[src/rtl/seq_detect_param.sv]
// Parametrised serial pattern detector with run-time loadable pattern, overlap control
// and a Mealy match output. Define SEQ_DETECT_PARAM_COUNT_EN to build the saturating match counter.
module seq_detect_param #(
    parameter int               PAT_W       = 3,
    parameter logic [PAT_W-1:0] DEFAULT_PAT = 3'b011,
    parameter int               CNT_W       = 8
) (
    input  logic             clk,
    input  logic             reset,
    input  logic             en,
    input  logic             in_valid,
    input  logic             in,
    input  logic             overlap,
    input  logic             pat_load,
    input  logic [PAT_W-1:0] pat_in,
    output logic             out,
    output logic             out_q,
    output logic [1:0]       state,
    output logic [CNT_W-1:0] match_cnt
);

    localparam int FILL_W = $clog2(PAT_W);
    localparam logic [FILL_W-1:0] FILL_MAX = FILL_W'(PAT_W - 1);

    typedef enum logic [1:0] {
        ST_IDLE = 2'b00,
        ST_FILL = 2'b01,
        ST_RUN  = 2'b10
    } state_t;

    logic [PAT_W-1:0]  pat_q,   pat_d;
    logic [PAT_W-2:0]  hist_q,  hist_d;
    logic [FILL_W-1:0] fill_q,  fill_d;
    state_t            state_q, state_d;
    logic              out_dly_q;

    logic             acc;
    logic             full;
    logic             match;
    logic [PAT_W-1:0] window;

    // A bit is only consumed when enabled and not overridden by a pattern load.
    assign acc    = en & in_valid & ~pat_load;
    assign full   = (fill_q == FILL_MAX);
    assign window = {hist_q, in};
    assign match  = acc & full & (window == pat_q);

    assign out   = match & ~reset;
    assign out_q = out_dly_q;
    assign state = state_q;

    always_comb begin
        pat_d   = pat_q;
        hist_d  = hist_q;
        fill_d  = fill_q;
        state_d = state_q;
        if (!en) begin
            state_d = ST_IDLE;
            fill_d  = '0;
        end else if (pat_load) begin
            pat_d   = pat_in;
            hist_d  = '0;
            fill_d  = '0;
            state_d = ST_FILL;
        end else begin
            if (acc) begin
                hist_d = window[PAT_W-2:0];
                // Non-overlapping mode consumes the matched bits, so history restarts.
                if (match && !overlap) begin
                    fill_d = '0;
                end else if (!full) begin
                    fill_d = fill_q + FILL_W'(1);
                end
            end
            state_d = (fill_d == FILL_MAX) ? ST_RUN : ST_FILL;
        end
    end

    always_ff @(posedge clk or posedge reset) begin
        if (reset) begin
            pat_q     <= DEFAULT_PAT;
            hist_q    <= '0;
            fill_q    <= '0;
            state_q   <= ST_IDLE;
            out_dly_q <= 1'b0;
        end else begin
            pat_q     <= pat_d;
            hist_q    <= hist_d;
            fill_q    <= fill_d;
            state_q   <= state_d;
            out_dly_q <= out;
        end
    end

`ifdef SEQ_DETECT_PARAM_COUNT_EN
    logic [CNT_W-1:0] cnt_q, cnt_d;

    always_comb begin
        cnt_d = cnt_q;
        if (en && pat_load) begin
            cnt_d = '0;
        end else if (match && (cnt_q != {CNT_W{1'b1}})) begin
            cnt_d = cnt_q + CNT_W'(1);
        end
    end

    always_ff @(posedge clk or posedge reset) begin
        if (reset) begin
            cnt_q <= '0;
        end else begin
            cnt_q <= cnt_d;
        end
    end

    assign match_cnt = cnt_q;
`else
    assign match_cnt = '0;
`endif

endmodule

[config.mk]
export PLATFORM = sky130hd
export DESIGN_NAME = seq_detect_param
export DESIGN_NICKNAME = d
export VERILOG_FILES = /design/src/rtl/seq_detect_param.sv
export SDC_FILE = /design/constraint.sdc
export NUM_CORES = 1
export LEC_CHECK = 0
export BUFFER_PORTS_ARGS = -buffer_cell sky130_fd_sc_hd__buf_4
export CAP_MARGIN = 20
export CELL_PAD_IN_SITES_DETAIL_PLACEMENT = 1
export CELL_PAD_IN_SITES_GLOBAL_PLACEMENT = 2
export CORE_ASPECT_RATIO = 0.75
export CORE_MARGIN = 2
export CORE_UTILIZATION = 29
export CTS_CLUSTER_DIAMETER = 150
export DETAILED_ROUTE_END_ITERATION = 10
export GPL_ROUTABILITY_DRIVEN = 0
export PLACE_DENSITY = 0.85
export SYNTH_ARGS = -nofsm -noshare
export SYNTH_HDL_FRONTEND = slang
export SYNTH_SLANG_ARGS = --single-unit
[constraint.sdc]
create_clock -name clk -period 2.96 [get_ports clk]
set_input_delay 0.148 -clock clk [delete_from_list [all_inputs] [get_ports clk]]
set_output_delay 0.148 -clock clk [all_outputs]
set_load 0.005 [all_outputs]
## Yosys cells after proc, flatten, opt, wreduce, memory -nomap -nowiden

Index checks and enable logic that the tools add are counted.

| storage, ports and cells | value |
|---|---|
| word-level logic and storage cells | 33 |
| flip-flop bits (word level) | 10 |

| operators by class | value |
|---|---|
| multiplexer cells | 12 |
| equality and inequality tests | 3 |
| reduce and logical (&&, ||, !) cells | 5 |
| bitwise logic cells | 7 |
| $add $sub $neg | 1 |

Operator list:

| kind | number |
|---|---|
| 2-bit two-way mux | 12 |
| 1-bit bitwise AND | 5 |
| 2-bit equality test, second input constant | 2 |
| 2-bit AND reduction | 2 |
| 3-bit equality test | 1 |
| 2-bit by 1-bit adder with 2-bit output, second input constant | 1 |
| 1-bit inverter | 2 |
| 2-bit nonzero test | 1 |
| 1-bit logical AND | 1 |
| 1-bit logical NOT | 1 |

## Depth between registers and ports, before layout

Gate-level depths: netlist of the first run.

| logic depth | value |
|---|---|
| depth after elaboration | 13 |
| depth in mapped cells | 5 |
| depth with buffers taken out | 5 |

## Least setup slack after synthesis of the first run

Ideal clock, no wire load.

| timing | value |
|---|---|
| path kind | flip-flop to flip-flop |
| start | register pat_q[0] |
| end | register state_q[1], in the netlist state[1] |
| data arrival time | 1.239 ns |
| period minus slack after synthesis | 1.360 ns |
| path buffers | 0 |
| stages on the path, launching flop included | 5 |
| slack | 1.600 ns |
| cell sequence | dfstp_2 -> xnor2_1 -> nand4_1 -> a311o_1 -> and4_1 |

| between the ends | value |
|---|---|
| cells in the longest elaborated chain, start to end | 11 |

RTL lines:

| element | line | RTL |
|---|---|---|
| start: declaration | 31 | `logic [PAT_W-1:0] pat_q, pat_d;` |
| start signal: assignment | 87 | `pat_q <= pat_d;` |
| 3-bit equality test | 46 | `assign match = acc & full & (window == pat_q);` |
| 1-bit bitwise AND | 46 |  |
| 1-bit logical AND | 69 | `if (match && !overlap) begin` |
| 2-bit two-way mux | 69 |  |
| 2-bit two-way mux | 66 | `if (acc) begin` |
| 2-bit two-way mux | 60 | `end else if (pat_load) begin` |
| 2-bit two-way mux | 57 | `if (!en) begin` |
| 2-bit equality test | 75 | `state_d = (fill_d == FILL_MAX) ? ST_RUN : ST_FILL;` |
| 2-bit two-way mux | 75 |  |
| 2-bit two-way mux | 60 |  |
| 2-bit two-way mux | 57 |  |
| via state_d[1] | 34 | `state_t state_q, state_d;` |
| end signal: assignment | 90 | `state_q <= state_d;` |
| end: declaration | 34 |  |

The timed path passes the listed nets, and every way through them passes these cells. The select of a mux whose other input is x is not followed.
A chain may end at the register's enable or synchronous reset.

## Worst setup path after layout of the first run

| timing | value |
|---|---|
| start | register pat_q[0] |
| end | output out |

| between the ends | value |
|---|---|
| cells in the longest elaborated chain, start to end | 3 |

RTL lines:

| element | line | RTL |
|---|---|---|
| 3-bit equality test | 46 |  |
| 1-bit bitwise AND | 46 |  |
| 1-bit bitwise AND | 48 | `assign out = match & ~reset;` |
| end: declaration | 16 | `output logic out,` |

No other way between the ends.

==> impl_metrics.py, run 1 <==
metrics = {
    "logic_synthesis": {
        "syn_area_per_cell_um2": 10.2,
        "synth_seq_cells": 10,
        "synth-edff-count": 0,
        "synth-seq-area-share": 0.451,
        "synthDistinctLibCells": 24,
        "synthArstFlopShare": 1.00,
        "synth_top_area_cell": "dfrtp_1",
        "synth_top_cell_area_share": 0.357,
        "syn_area_um2": 561,
        "synth.area.top_cells": "dfrtp_1 36%, buf_4 11%, dfstp_2 9.4%",
        "synth_common_cells": "8 x buf_4, 8 x dfrtp_1, 4 x inv_1, 4 x nand2_1",
        "ys_warn_count": 0,
        "syn_inst": 55,
        "ys.flop_type": "dfrtp_1",
    },
    "die": {
        "rows": 13,
        "coreArea_um2": 1770,
        "dieWidth_um": 54.8,
        "initial_utilization": 0.316,
        "die_height_um": 42.1,
        "die_area_um2": 2300,
        "ioPinCount": 22,
    },
    "job": {
        "max_cap_violations": 0,
    },
    "final_layout": {
        "post-route-util": 0.391,
        "final_cells": 93,
        "area_growth_pct": 23.7,
        "antenna_cells": 0,
        "nNetsFinal": 84,
        "layout-drive-gt1-share": 0.282,
    },
    "sta": {
        "min_period_over_period": 0.557,
        "timing.setup.tns_ns": 0,
        "skew_ns": 0.00607,
        "drv_slew": 0,
        "setup_viol": 0,
        "grt_setup_unrepaired": "false",
        "hold_violations": 0,
        "max_freq_mhz": 606,
        "final.min_clock_period_ns": 1.65,
        "finalWorstSetupSlack_ns": 1.31,
    },
    "global_routing": {
        "grt_max_degree": 11,
        "overflow": 0,
        "antenna_found_initial": 0,
        "grt_pass1_wl_mm": 2.04,
        "grtUsageTotal": 0.132,
        "grt_pass1_vias": 453,
    },
    "detailed_routing": {
        "drtIter0Drc": 4,
        "wl_per_cell_um": 13.4,
        "ant_nets": 0,
        "routed_wirelength_mm": 1.25,
        "vias": 428,
        "first_pass_iters": 4,
        "vias_per_cell": 4.60,
        "drc": 0,
    },
    "placed_design": {
        "dp_slack_ns": 1.50,
        "port_buffers": 13,
        "dp_hpwl_mm": 1.01,
        "place_inst": 88,
    },
    "power": {
        "ir_drop_v": 0.000211,
        "power.density_nw_per_um2": 472,
        "leakagePower_nw": 0.332,
    },
    "critical_path": {
        "critPathRequiredTime_ns": 2.81,
        "cp_max_fo": 2,
        "path_cells": "xnor2_1 > nand4_1 > nor3_1 > buf_4",
        "start_kind": "flop",
        "cp.arrival_ns": 1.50,
        "critPathKind": "reg -> out",
        "end_kind": "output pin",
        "max_stage_delay_ns": 0.53,
        "crit_slowest_cell": "dfstp_2",
    },
    "cts": {
        "cts_buffer_depth": 2,
        "cts_tree": "yes",
        "cts_resized": 0,
        "cts-buffers-inserted": 3,
        "cts_setup_buffers": 0,
        "hold_buffers": 1,
        "clk_latency_ns": 0.26,
        "cts.htree.levels": 1,
        "root_buffer": "clkbuf_4",
        "cts.reportedPaths.clkPinSlew_ns": 0.07,
        "clkSinkCount": 10,
    },
    "outcome": {
        "status": "complete, no violations",
    },
    "min_path": {
        "hp-class": "in -> reg",
    },
}
-- per-stage QoR --
| stage | power (mW) | area (µm²) | hold slack, ns |
|---|---|---|---|
| after CTS | 0.335 | 693 | 0.0750 |
| after floorplan | 0.194 | 587 | -0.0133 |
| after global routing | 0.349 | 693 | 0.0919 |
| after global placement | 0.206 | 647 | 0.163 |
| final | 0.327 | 693 | 0.0908 |
| after detailed placement | 0.208 | 647 | 0.176 |
-- path summary, 6_finish.rpt --
check,end,slack (ns),cells past startpoint,start
setup / recovery,out,1.31,4,pat_q[0]$_DFFE_PP1P_
hold / removal,fill_q[0]$_DFF_PP0_,0.09,2,pat_load
setup reg to reg,fill_q[1]$_DFF_PP0_,1.49,4,pat_q[0]$_DFFE_PP1P_
hold reg to reg,hist_q[1]$_DFFE_PP0P_,0.52,2,hist_q[1]$_DFFE_PP0P_
max in group asynchronous,pat_q[0]$_DFFE_PP1P_,2.20,3,reset
min in group asynchronous,hist_q[0]$_DFFE_PP0P_,0.45,3,reset
-- power breakdown --
part           total (mW)  switching, mW  leakage [nW]  internal (mW)
Sequential          0.157        0.00745         0.127          0.150
Combinational      0.0495         0.0248         0.184         0.0247
Clock               0.120         0.0459        0.0210         0.0746
Total               0.327         0.0781         0.332          0.249
-- placed cells by master (no fill, tap or decap), types with 2 or more instances in the layout --
cell type  instances
ha_1               2
buf_4             13
conb_1             8
dfstp_2            2
xnor2_1            3
o21ai_0            2
dfrtp_1            8
mux2i_1            2
inv_1              4
mux2_1             3
a31oi_1            2
nand3_1            2
nor3_1             2
clkbuf_4           3
nand2_1            4
-- cells by family after synthesis --
group                    synth area share
AO/OA/AOI/OAI                      0.0826
flip-flops                          0.451
XOR/XNOR                           0.0469
buffers and inverters               0.150
AND/OR/NAND/NOR                     0.123
adder cells (fa/ha/maj)            0.0446
other                             0.00669
multiplexers                       0.0960
-- metal layers --
layer  up-vias  global-route usage  part of all wire
met2        18               0.186              0.43
met1       203               0.167              0.48
li1        205                   -                 -
met4         0              0.0750             0.022
met5         -                   0                 0
met3         2              0.0536             0.068
-- sequential cells by signal, indices dropped and copies added (netlist names) --
name,flops
hist_q,2
state,2
out_q,1
pat_q,3
fill_q,2
-- cell type report --
| class | count | area [µm²] |
|---|---|---|
| well taps | 22 | 27.5 |
| clock buffers | 4 | 36.3 |
| multi-input cells | 38 | 250 |
| fillers | 215 | 1080 |
| inverters | 5 | 18.8 |
| flip-flops and latches | 10 | 253 |
| repair buffers | 14 | 108 |
-- worst max-delay path, delay by kind of cell (launching register included) --
family | cells | cell delay [ns]
xor+xnor | 1 | 0.14
buf+inv | 1 | 0.16
flops | 1 | 0.53
simple gates | 2 | 0.40
(Power assumes the default switching activity.)
==> run 2: changes to the inputs <==
--- a/config.mk
+++ b/config.mk
@@ -5,17 +5,18 @@
 export SDC_FILE = /design/constraint.sdc
 export NUM_CORES = 1
 export LEC_CHECK = 0
+export ABC_AREA = 1
 export BUFFER_PORTS_ARGS = -buffer_cell sky130_fd_sc_hd__buf_4
 export CAP_MARGIN = 20
 export CELL_PAD_IN_SITES_DETAIL_PLACEMENT = 1
 export CELL_PAD_IN_SITES_GLOBAL_PLACEMENT = 2
 export CORE_ASPECT_RATIO = 0.75
 export CORE_MARGIN = 2
-export CORE_UTILIZATION = 29
+export CORE_UTILIZATION = 23
 export CTS_CLUSTER_DIAMETER = 150
 export DETAILED_ROUTE_END_ITERATION = 10
 export GPL_ROUTABILITY_DRIVEN = 0
-export PLACE_DENSITY = 0.85
+export PLACE_DENSITY = 0.76
 export SYNTH_ARGS = -nofsm -noshare
 export SYNTH_HDL_FRONTEND = slang
 export SYNTH_SLANG_ARGS = --single-unit
==> constraint.sdc (replaced) <==
create_clock -name clk -period 1.5 [get_ports clk]
set_input_delay 0.075 -clock clk [delete_from_list [all_inputs] [get_ports clk]]
set_output_delay 0.075 -clock clk [all_outputs]
set_load 0.005 [all_outputs]
==> impl_metrics.py, run 2 <==
metrics = {
    "logic_synthesis": {
        "syn_inst": 67,
        "syn_area_per_cell_um2": 8.53,
        "synthArstFlopShare": 1.00,
        "synth_common_cells": "10 x inv_1, 10 x nand2_1, 8 x buf_4, 8 x dfrtp_1, 7 x nor2_1",
        "ys_warn_count": 0,
        "synth-edff-count": 0,
        "synth_top_cell_area_share": 0.350,
        "synth_seq_cells": 10,
        "synth-seq-area-share": 0.442,
        "syn_area_um2": 572,
        "synth_top_area_cell": "dfrtp_1",
        "synth.area.top_cells": "dfrtp_1 35%, buf_4 11%, dfstp_2 9.2%",
        "ys.flop_type": "dfrtp_1",
        "synthDistinctLibCells": 21,
    },
    "job": {
        "max_cap_violations": 0,
    },
    "cts": {
        "clk_latency_ns": 0.26,
        "cts.htree.levels": 1,
        "cts.reportedPaths.clkPinSlew_ns": 0.07,
        "cts-buffers-inserted": 3,
        "cts_buffer_depth": 2,
        "root_buffer": "clkbuf_4",
        "clkSinkCount": 10,
        "cts_tree": "yes",
    },
    "min_path": {
        "hp-class": "in -> reg",
    },
    "sta": {
        "setup_viol": 0,
        "skew_ns": 0.0104,
        "max_freq_mhz": 688,
        "grt_setup_unrepaired": "true",
        "min_period_over_period": 0.970,
        "hold_slack_ns": 0.0518,
        "hold_violations": 0,
        "drv_slew": 0,
        "final.min_clock_period_ns": 1.45,
    },
    "critical_path": {
        "start_kind": "flop",
        "end_kind": "output pin",
        "cp_max_fo": 3,
        "crit_buf_inv": 2,
        "critPathRequiredTime_ns": 1.42,
        "max_stage_delay_ns": 0.37,
        "crit_slowest_cell": "dfrtp_1",
        "cp.arrival_ns": 1.38,
        "reg2reg_slack_ns": 0.21,
        "path_cells": "inv_2 > ha_1 > nand2_2 > nor2_4 > nand3_2 > nor2_2 > buf_4",
        "critPathKind": "reg -> out",
        "crit_family": "simple AND/OR/NAND/NOR gates",
    },
    "final_layout": {
        "antenna_cells": 0,
        "final_common_cell": "buf_4",
        "largest_reg_flops": 3,
        "final_cells": 121,
        "largest_register": "pat_q",
        "area_growth_pct": 33.3,
        "mostFrequentLayoutCells": "15 x buf_4, 8 x inv_1, 8 x conb_1, 8 x dfrtp_1, 7 x nand2_1",
        "layout-drive-gt1-share": 0.391,
        "nNetsFinal": 100,
    },
    "die": {
        "coreArea_um2": 2330,
        "rows": 15,
        "die_area_um2": 2910,
        "initial_utilization": 0.246,
        "die_height_um": 47.2,
        "dieWidth_um": 61.6,
        "ioPinCount": 22,
    },
    "power": {
        "leakagePower_nw": 0.372,
        "ir_drop_v": 0.000448,
        "power.density_nw_per_um2": 783,
        "p_total_uw": 597,
    },
    "detailed_routing": {
        "drc": 0,
        "ant_nets": 0,
        "first_pass_iters": 4,
        "drtIter0Drc": 3,
        "vias": 467,
        "vias_per_cell": 3.86,
        "wl_per_cell_um": 10.6,
        "routed_wirelength_mm": 1.28,
    },
    "outcome": {
        "status": "complete, no violations",
    },
    "global_routing": {
        "antenna_found_initial": 0,
        "grt_pass1_vias": 472,
        "grt_pass1_wl_mm": 2.14,
        "grt_max_degree": 11,
        "overflow": 0,
        "grtUsageTotal": 0.103,
    },
    "placed_design": {
        "dp_hpwl_um": 995,
        "place_inst": 113,
        "port_buffers": 13,
    },
}
-- run 2: cell count changes after synthesis, sizes merged, moves of 2 or more --
cell / delta
nor2: +8
inv: +7
nand2: +6
a21oi: +3
nand3: +3
a31oi: -2
mux2: -2
mux2i: -2
xnor2: -2
-- run 2: metrics by stage --
step | setup WS, ns | instance area [µm²] | setup TNS, ns | util
CTS | 0.00188 | 734 | 0 | 0.316
global route | -0.0153 | 762 | -0.0153 | 0.327
finish | 0.0455 | 762 | 0 | 0.327
floorplan | 0.339 | 598 | 0 | -
global placement | 0.254 | 678 | 0 | 0.291
detailed placement | 0.182 | 678 | 0 | 0.291
-- run 2: logic make-up (layout without fill, tap and decap cells) --
logic type	after synthesis	after routing	share of synthesized area
AOI/OAI and AO/OA	7	7	0.0678
muxes	1	1	0.0197
and+or+nand+nor	26	26	0.228
adders and majority gates	2	2	0.0438
xor gates and xnor gates	1	1	0.0153
buffers and inverters	19	32	0.177
DFF	10	10	0.442
other	1	8	0.00656
-- run 2: cell type report --
cell class,count,area [µm²]
fillers,291,1570
flip-flops and latches,10,253
well taps,34,42.5
inverters,11,41.3
clock buffers,4,26.3
repair buffers,17,133
multi-input cells,45,267
-- run 2: what timing repair did --
action,CTS,global route
buffers inserted,1,1
setup endpoints to repair,1,1
endpoints found under the hold margin,9,0
gates resized for setup,2,7
hold buffers,2,0
pin swaps,1,5
-- run 2: path summary, 6_finish.rpt --
kind / from / endpoint / depth (start not counted)
max: fill_q[0]$_DFF_PP0_ / out / 7
min: pat_in[1] / pat_q[1]$_DFFE_PP1P_ / 2
max reg2reg: pat_q[0]$_DFFE_PP1P_ / state[1]$_DFF_PP0_ / 9
min reg2reg: pat_q[0]$_DFFE_PP1P_ / pat_q[0]$_DFFE_PP1P_ / 2
max in group asynchronous: reset / pat_q[1]$_DFFE_PP1P_ / 3
min in group asynchronous: reset / hist_q[0]$_DFFE_PP0P_ / 3
-- run 2: power breakdown --
group | switching [mW] | internal (mW) | total [mW]
clock | 0.0889 | 0.102 | 0.191
combinational | 0.0617 | 0.0441 | 0.106
sequential | 0.00860 | 0.291 | 0.299
total | 0.159 | 0.437 | 0.597
-- run 2: per-layer routing --
metal,global-route usage,part of all wire,vias up
met4,0.0638,0,0
li1,-,-,235
met2,0.162,0.50,7
met1,0.138,0.48,225
met5,0,0,-
met3,0.0110,0.015,0
